===== config.mk =====
export PLATFORM = sky130hd
export DESIGN_NAME = serializer
export DESIGN_NICKNAME = d
export VERILOG_FILES = /design/src/rtl/serializer.sv
export SDC_FILE = /design/constraint.sdc
export NUM_CORES = 1
export LEC_CHECK = 0
export BUFFER_PORTS_ARGS = -buffer_cell sky130_fd_sc_hd__buf_2
export CAP_MARGIN = 20
export CORE_AREA = 2 2 51 53
export DETAILED_ROUTE_END_ITERATION = 12
export DIE_AREA = 0 0 53 55
export GPL_ROUTABILITY_DRIVEN = 0
export GPL_TIMING_DRIVEN = 0
export PLACE_DENSITY = 0.75
export SLEW_MARGIN = 30
export SYNTH_ARGS = -nofsm -noshare
export SYNTH_HDL_FRONTEND = slang
export SYNTH_SLANG_ARGS = --single-unit

===== constraint.sdc =====
create_clock -name clk -period 1.7 [get_ports clk]
set_input_delay 0.51 -clock clk [delete_from_list [all_inputs] [get_ports clk]]
set_output_delay 0.51 -clock clk [all_outputs]
set_load 0.01 [all_outputs]

===== src/rtl/serializer.sv =====
// serializer: valid/ready loaded parallel word shifted out MSB-first, one bit per enabled clock.
module serializer #(
  parameter int n = 16
) (
  input  logic         clk,
  input  logic         reset,
  input  logic [n-1:0] d,
  input  logic         valid,
  output logic         ready,
  input  logic         enable,
  output logic         q,
  output logic         q_valid,
  output logic         done
);
  localparam int cw = n > 1 ? $clog2(n) : 1;
  typedef enum logic [1:0] {S_IDLE, S_SHIFT, S_DONE} state_t;
  state_t state_q, state_d;
  logic [n-1:0] shreg_q, shreg_d;
  logic [cw-1:0] cnt_q, cnt_d;
  logic load, step, last;
  always_comb begin
    load = state_q == S_IDLE && valid && !reset;
    step = state_q == S_SHIFT && enable;
    last = cnt_q == cw'(n - 1);
    state_d = load ? S_SHIFT : step && last ? S_DONE : state_q == S_DONE ? S_IDLE : state_q;
    shreg_d = load ? d : step && !last ? shreg_q << 1 : shreg_q;
    cnt_d = load ? '0 : step && !last ? cnt_q + cw'(1) : cnt_q;
  end
  always_ff @(posedge clk) begin
    if (reset) begin
      state_q <= S_IDLE;
      shreg_q <= '0;
      cnt_q <= '0;
    end else begin
      state_q <= state_d;
      shreg_q <= shreg_d;
      cnt_q <= cnt_d;
    end
  end
  assign ready = state_q == S_IDLE && !reset;
  assign q_valid = state_q == S_SHIFT;
  assign q = state_q == S_SHIFT && shreg_q[n-1];
  assign done = state_q == S_DONE;
endmodule

Yosys cells after proc, flatten, opt, wreduce, memory -nomap -nowiden --
Cells that the tools add are included.
Word-level totals: logic and storage cells 27, flip-flop bits (word level) 22, bits of input ports 20, output and inout port bits 4
Operators by class: add/sub/neg operators 1, multiplexer cells 5, reductions and logical operators 14, eq/ne operators 3
Operator list (count):
- $mux 16 | 2
- $logic_and 1x1->1 | 7
- $add 4x1->4 const B | 1
- $eq 4x4->1 const B | 1
- $mux 2 | 2
- $reduce_bool 2->1 | 2
- $reduce_bool 3->1 | 1
- $eq 2x1->1 const B | 1
- $eq 2x2->1 const B | 1
- $logic_not 1->1 | 2
- $logic_not 2->1 | 1
- $reduce_or 2->1 | 1
- $mux 1 | 1

Longest topological paths before layout --
Gate-level depths: netlist of the first run.
depth after elaboration 5, depth in mapped cells 6, depth with buffers taken out 4

Worst setup path before layout of the first run --
No wires, ideal clock.
kind input -> register, start point input reset, end point register shreg_q[13], data arrival time 1.387 ns, setup slack 0.173 ns, stages on the path 5, buffers on the path 2, setup time 0.141 ns, required time 1.559 ns, path through or4b_1 buf_2 buf_6 o211ai_2 a21oi_2
Between the ends: word-level cells in the longest chain between the ends 3, elaborated cells between the ends (all ways) 4, classes of those cells 1 x mux; 3 x reduce/logical
RTL lines:
- start, declared | line 6 | input logic reset,
- $logic_not 1->1 | line 22 | load = state_q == S_IDLE && valid && !reset;
- $logic_and 1x1->1 | line 22
- $mux 16 or $reduce_bool 2->1 (tied branches)
- end signal, assigned | line 36 | shreg_q <= shreg_d;
- end, declared | line 18 | logic [n-1:0] shreg_q, shreg_d;
Several ways; a longest one is shown, not always the timed one. A chain may end at the register's enable or synchronous reset.

Worst setup path in the final report of the first run --
start point register state_q[1], end point output q
Between the ends: word-level cells in the longest chain between the ends 2
RTL lines:
- start, declared | line 17 | state_t state_q, state_d;
- start signal, assigned | line 35 | state_q <= state_d;
- $eq 2x1->1 | line 42 | assign q = state_q == S_SHIFT && shreg_q[n-1];
- $logic_and 1x1->1 | line 42
- end, declared | line 11 | output logic q,
No other way between the ends.

==> impl_metrics.json, run 1 <==
{
  "start_kind": "flip-flop",
  "ys_top_cells_by_count": "dfxtp_1 (22), a32oi_1 (15), a21oi_1 (10), a21oi_2 (10), o211ai_2 (10)",
  "path_max_fanout": 10,
  "cts_buffers": 3,
  "synthArstFlopShare": 0,
  "slew_violations": 0,
  "leakagePower_nw": 0.506,
  "ys_seq_elements": 22,
  "routedWlPerCell_um": 15.4,
  "crit_type": "flip-flop to output port",
  "period_needed_ns": 1.63,
  "grt_pass1_vias": 994,
  "cts_tree": "yes",
  "status": "finished clean",
  "cpMaxStageDelayCell": "dfxtp_2",
  "holdCritPathClass": "input pin to flip-flop",
  "synth_flop_cell": "dfxtp_1",
  "ys_warn_count": 0,
  "fmax_mhz": 615,
  "irDropWorstVdd_v": 0.000562,
  "ys_seq_area_frac": 0.367,
  "grt_pass1_wl_um": 4320,
  "root_buffer": "clkbuf_4",
  "netlist_instances": 117,
  "grt_usage": 0.202,
  "syn-cell-area_um2": 1200,
  "finalSetupViolCount": 0,
  "drc": 0,
  "met1_usage": 0.250,
  "critPathRequiredTime_ns": 1.19,
  "cts.reportedPaths.clkPinSlew_ns": 0.11,
  "cts-htree-levels": 1,
  "setup_tns_ns": 0,
  "crit_path_end_kind": "output port",
  "drtIter0Drc": 16,
  "drv_cap": 0,
  "slew_headroom": 0.543,
  "portBuffers": 23,
  "hold_depth": 3,
  "worst_pin_slew_ns": 0.685,
  "fp-row-count": 18,
  "crit_path_max_incr_delay_ns": 0.34,
  "grt_max_degree": 12,
  "rsz0062_at_grt": "no",
  "yosysTopAreaCellShare": 0.367,
  "r2r_cells": 5,
  "io_pins": 24,
  "met3_usage": 0.0188,
  "finalCritPeriodShare": 0.956,
  "dieArea_um2": 2920,
  "core-area_um2": 2360,
  "synth_most_common_cell": "dfxtp_1",
  "synth_edf_count": 0,
  "die_y_um": 55,
  "place_area_um2": 1350,
  "drive_gt1_frac": 0.469,
  "die_w_um": 53,
  "cp.depth": 4,
  "clock_skew_ns": 0.00326,
  "busiest_layer": "met2",
  "grtUsageMet2": 0.352,
  "cp.arrival_ns": 1.12,
  "path_cells": "buf_6, nor2b_4, and2_1, buf_2",
  "path_delay_family": "flip-flops",
  "overflow": 0,
  "clk-insertion-delay-late_ns": 0.30,
  "dp.final_hpwl_um": 1920,
  "routed_via_density": 6.13,
  "critPathBufInv": 2,
  "drtPass1Iterations": 4,
  "drt-total-wl_um": 2690,
  "syn_area_per_cell_um2": 10.3,
  "syn_nets": 138,
  "synthTopCellsByArea": "dfxtp_1 (37%), a32oi_1 (11%), o211ai_2 (10%)",
  "clockBufferDepth": 2,
  "dr_total_vias": 1073,
  "hold_viol": 0,
  "drtAntennaViolNets": 0,
  "p_per_area_nw_per_um2": 673,
  "final_cell_area_um2": 1410,
  "initial_core_util": 0.507,
  "fill_cells": 211,
  "antenna_found_initial": 0,
  "yosys.area.top_type": "dfxtp_1",
  "area_growth_pct": 17.5,
  "synth.distinct_cells": 30,
  "num_antenna_cells": 0,
  "cts_sinks": 22,
  "fin_nets": 168
}
-- registers in the layout (all words and copies together), names as in the netlist --
signal	flops
cnt_q	4
state_q	2
shreg_q	16
-- layout by cell type (no fill, tap or decap) --
| cell type | instances |
|---|---|
| clkbuf_1 | 1 |
| a21oi_2 | 10 |
| buf_2 | 30 |
| and3b_1 | 1 |
| and2_1 | 1 |
| ha_1 | 1 |
| nor2_1 | 1 |
| o2bb2a_1 | 1 |
| clkbuf_4 | 3 |
| nand3_2 | 1 |
| dfxtp_2 | 2 |
| or3_1 | 2 |
| o211ai_1 | 6 |
| nand2b_1 | 1 |
| o21ai_0 | 3 |
| a32oi_1 | 15 |
| a21oi_1 | 10 |
| and3_1 | 1 |
| buf_6 | 4 |
| nand2_1 | 2 |
| dfxtp_1 | 20 |
| o211ai_2 | 10 |
| buf_4 | 4 |
| nand3b_4 | 1 |
| nand3_1 | 2 |
| nor2b_4 | 1 |
| nand4b_1 | 1 |
| nor2b_1 | 2 |
| or4b_1 | 1 |
| nor3b_1 | 2 |
| or3b_2 | 1 |
| nor3_1 | 2 |
| nor4b_4 | 1 |
| o31ai_1 | 1 |
-- final timing paths --
| check | slack [ns] | startpoint | end |
|---|---|---|---|
| max | 0.07 | state_q[1] | q |
| max reg2reg | 0.14 | cnt_q[0] | cnt_q[0] |
| min | 0.44 | d[0] | shreg_q[0] |
| min reg2reg | 0.48 | shreg_q[6] | shreg_q[6] |
-- power breakdown --
| group | total, mW | switching, mW | leakage [nW] | internal, mW |
|---|---|---|---|---|
| Clock | 0.227 | 0.145 | 0.0138 | 0.0826 |
| Combinational | 0.166 | 0.0877 | 0.312 | 0.0785 |
| Sequential | 0.555 | 0.0166 | 0.180 | 0.539 |
| Total | 0.949 | 0.249 | 0.506 | 0.700 |
-- worst reg2reg max path, stage by stage (launching register included) --
cell	delay (ns)
dfxtp_1	0.35
ha_1	0.25
and3_1	0.21
buf_2	0.19
or3_1	0.36
a21oi_1	0.14
-- final cells by class --
| cell class | instances | area (um2) | area share |
|---|---|---|---|
| Clock buffer | 3 | 22.5 | 0.0160 |
| Buffer | 13 | 87.6 | 0.0621 |
| Timing Repair Buffer | 26 | 141 | 0.100 |
| Multi-Input combinational cell | 81 | 678 | 0.481 |
| Tap cell | 30 | 37.5 | 0.0266 |
| Sequential cell | 22 | 443 | 0.314 |
-- through the flow --
stage          cells   util  power (mW)  hold slack, ns  setup slack [ns]
6_report         175  0.596       0.949           0.441            0.0747
3_5_place_dp     170  0.572       0.725           0.468           -0.0145
5_1_grt          175  0.596       0.994           0.473           0.00176
3_3_place_gp     170  0.572       0.718           0.461          -0.00698
2_1_floorplan    117      -       0.670           0.448             0.173
4_1_cts          175  0.593       0.960           0.433            0.0204
-- repair_timing --
action	in CTS	in global routing
endpoints found under the setup margin	2	11
gates resized for setup	4	6
hold buffers	0	0
setup buffers	2	1
cloned	0	0
-- kinds of logic after synthesis --
group	share of synthesized area
AOI/OAI and AO/OA	0.393
adders and majority gates	0.0104
and+or+nand+nor	0.151
buffers and inverters	0.0782
DFF	0.367
-- routing by layer --
layer  wire (um)  up-vias
met5           0        -
met4          35        0
met3          76        4
met2        1400       23
met1        1180      524
li1            -      522
No activity file was read; power rests on OpenSTA's default activity.
==> inputs of run 2 (changes only) <==
--- a/config.mk
+++ b/config.mk
@@ -5,14 +5,15 @@
 export SDC_FILE = /design/constraint.sdc
 export NUM_CORES = 1
 export LEC_CHECK = 0
+export ABC_AREA = 1
 export BUFFER_PORTS_ARGS = -buffer_cell sky130_fd_sc_hd__buf_2
 export CAP_MARGIN = 20
-export CORE_AREA = 2 2 51 53
+export CORE_AREA = 2 2 50 52
 export DETAILED_ROUTE_END_ITERATION = 12
-export DIE_AREA = 0 0 53 55
+export DIE_AREA = 0 0 52 54
 export GPL_ROUTABILITY_DRIVEN = 0
 export GPL_TIMING_DRIVEN = 0
-export PLACE_DENSITY = 0.75
+export PLACE_DENSITY = 0.76
 export SLEW_MARGIN = 30
 export SYNTH_ARGS = -nofsm -noshare
 export SYNTH_HDL_FRONTEND = slang
==> run 2 against run 1 <==
Die area down 3.7%. Clock skew up 0.0055 ns. Combinational power up 22%. Sequential share of layout area up 1.7 points. Routed wire length down 0.41%. Hold slack better by 0.020 ns. Critical endpoint is now ready. Synthesized area down 3.1%. Largest power group unchanged. Highest routed layer unchanged. Fmax up 1.0%.
==> impl_metrics.json, run 2 <==
{
  "status": "finished clean",
  "finalCritPeriodShare": 0.946,
  "cts_buffers": 3,
  "post_cts_buffers": 0,
  "yosysTopAreaCellShare": 0.379,
  "period_needed_ns": 1.61,
  "synth_flop_cell": "dfxtp_1",
  "critPathLaunch": "reset",
  "start_kind": "input pin",
  "p_sw_mw": 0.284,
  "path_delay_family": "buffers and inverters",
  "fp-row-count": 18,
  "num_antenna_cells": 0,
  "drc": 0,
  "holdCritPathClass": "input pin to flip-flop",
  "cts_resized": 1,
  "drt-total-wl_um": 2680,
  "most-common-layout-cells": "nand2_1 (53), buf_2 (27), a21oi_1 (21), dfxtp_1 (21), nand3_1 (19)",
  "rsz0062_at_grt": "no",
  "grt_max_degree": 12,
  "crit_path_end_kind": "output port",
  "cts_sinks": 22,
  "hold_path.startpoint": "d[0]",
  "synth_edf_count": 0,
  "syn_nets": 185,
  "largest_reg_flops": 16,
  "initial_core_util": 0.501,
  "syn-cell-area_um2": 1160,
  "synthArstFlopShare": 0,
  "synthTopCellsByArea": "dfxtp_1 (38%), nand2_1 (17%), a21oi_1 (9.0%)",
  "cp.arrival_ns": 1.10,
  "clkPwrFrac": 0.238,
  "syn_area_per_cell_um2": 7.09,
  "switching_share": 0.291,
  "grt_pass1_vias": 1061,
  "dr_total_vias": 1184,
  "leakagePower_nw": 0.577,
  "hold_depth": 3,
  "grt_usage": 0.210,
  "cp.depth": 4,
  "final_common_cell": "nand2_1",
  "finalPower_mw": 0.977,
  "worst_pin_slew_ns": 0.456,
  "cpMaxStageDelayCell": "clkbuf_2",
  "irDropWorstVdd_v": 0.000451,
  "dp.final_hpwl_um": 1940,
  "r2r_cells": 6,
  "core-area_um2": 2320,
  "cts-htree-levels": 1,
  "slew_violations": 0,
  "antenna_found_initial": 0,
  "fmax_mhz": 622,
  "crit_path_max_incr_delay_ns": 0.18,
  "r2r_start": "cnt_q[0]",
  "critPathBufInv": 3,
  "cts_tree": "yes",
  "portBuffers": 22,
  "dieArea_um2": 2810,
  "finalSetupViolCount": 0,
  "cts.reportedPaths.clkPinSlew_ns": 0.11,
  "routedWlPerCell_um": 12.2,
  "p_comb_frac": 0.208,
  "hold_viol": 0,
  "ys_top_cells_by_count": "nand2_1 (53), dfxtp_1 (22), a21oi_1 (21)",
  "grt_pass1_wl_um": 4400,
  "critPathRequiredTime_ns": 1.19,
  "netlist_instances": 164,
  "yosys.area.top_type": "dfxtp_1",
  "seqPwrFrac": 0.554,
  "fill_cells": 239,
  "die_w_um": 52,
  "path_common_cell": "buf_2",
  "ys_seq_area_frac": 0.379,
  "root_buffer": "clkbuf_4",
  "drtAntennaViolNets": 0,
  "io_pins": 24,
  "whs_ns": 0.461,
  "die_y_um": 54,
  "path_max_fanout": 10,
  "fin_nets": 212,
  "overflow": 0,
  "min_to": "shreg_q[0]",
  "cts_hold_buf": 0,
  "routed_via_density": 5.41,
  "regMostFlops": "shreg_q",
  "synth.distinct_cells": 24,
  "path_cells": "buf_2, clkbuf_2, nor3_1, buf_2",
  "slew_headroom": 0.696,
  "clockBufferDepth": 2,
  "drtPass1Iterations": 4,
  "synth_most_common_cell": "nand2_1",
  "drive_gt1_frac": 0.233,
  "ys_seq_elements": 22,
  "drv_cap": 0,
  "area_growth_pct": 14.9,
  "rrSetupSlack_ns": 0.29,
  "clock_skew_ns": 0.00880,
  "ys_warn_count": 0,
  "clk-insertion-delay-late_ns": 0.30,
  "crit_type": "input pin to output port",
  "p_per_area_nw_per_um2": 732,
  "top_regs": "shreg_q x16, cnt_q x4, state_q x2",
  "p_int_mw": 0.693,
  "drtIter0Drc": 16,
  "r2r_end": "shreg_q[2]"
}
-- run 2: changes by cell type in the layout (fill, tap and decap cells not counted), moves of 3 or more --
cell / before / now
nand2_1: 2 / 53
nand3_1: 2 / 19
a32oi_1: 15 / 0
nand4_1: 0 / 15
a21oi_1: 10 / 21
a21oi_2: 10 / 0
o211ai_2: 10 / 0
o211ai_1: 6 / 0
buf_2: 30 / 27
inv_1: 0 / 3
o21ai_0: 3 / 0
-- run 2: power groups by stage --
| stage | clock [mW] | combinational, mW | sequential, mW |
|---|---|---|---|
| 2_1_floorplan | 0 | 0.144 | 0.550 |
| 3_3_place_gp | 0 | 0.197 | 0.552 |
| 3_5_place_dp | 0 | 0.203 | 0.553 |
| 4_1_cts | 0.235 | 0.203 | 0.541 |
| 5_1_grt | 0.248 | 0.227 | 0.543 |
| 6_report | 0.233 | 0.203 | 0.541 |
-- run 2: per-stage QoR --
stage | cells | cell area [um2] | setup WS [ns] | utilization | setup TNS [ns]
detailed placement | 216 | 1310 | -0.0169 | 0.565 | -0.0169
floorplan | 164 | 1160 | 0.236 | - | 0
global route | 219 | 1340 | 0.0302 | 0.576 | 0
global placement | 216 | 1310 | 0.0200 | 0.565 | 0
CTS | 219 | 1330 | 0.00321 | 0.575 | 0
finish | 219 | 1340 | 0.0915 | 0.576 | 0
-- run 2: logic make-up (layout without fill, tap and decap cells) --
| logic type | count (synthesis) | after routing | share of synthesized area |
|---|---|---|---|
| simple gates | 100 | 100 | 0.419 |
| compound gates | 22 | 22 | 0.0969 |
| buf+inv | 17 | 42 | 0.0796 |
| flops | 22 | 22 | 0.379 |
| xor+xnor | 2 | 2 | 0.0151 |
| fa+ha+maj | 1 | 1 | 0.0108 |
-- run 2: metal layers --
| layer | up-vias | part of all wire | track usage |
|---|---|---|---|
| li1 | 608 | - | - |
| met3 | 4 | 0.029 | 0.0250 |
| met4 | 0 | 0.014 | 0.105 |
| met5 | - | 0 | 0 |
| met1 | 555 | 0.47 | 0.261 |
| met2 | 17 | 0.49 | 0.359 |
-- run 2: worst max-delay path by stage --
| stage | to |
|---|---|
| 6_report | ready |
| 3_5_place_dp | shreg_q[2] |
| 2_1_floorplan | ready |
| 5_1_grt | q |
| 3_3_place_gp | ready |
| 4_1_cts | ready |
-- run 2: final cells by class --
class                      count  area, um2  area share
buffer                        13       78.8      0.0590
clock buffer                   3       22.5      0.0169
inverter                       4       15.0      0.0112
multi-input combinational    125        629       0.471
sequential                    22        442       0.331
tap                           30       37.5      0.0281
timing repair buffer          22        110      0.0825
-- run 2: tightest hold or removal path, cell delays in order --
cell     delay (ns)
buf_2          0.09
nand2_1        0.06
a21oi_1        0.06
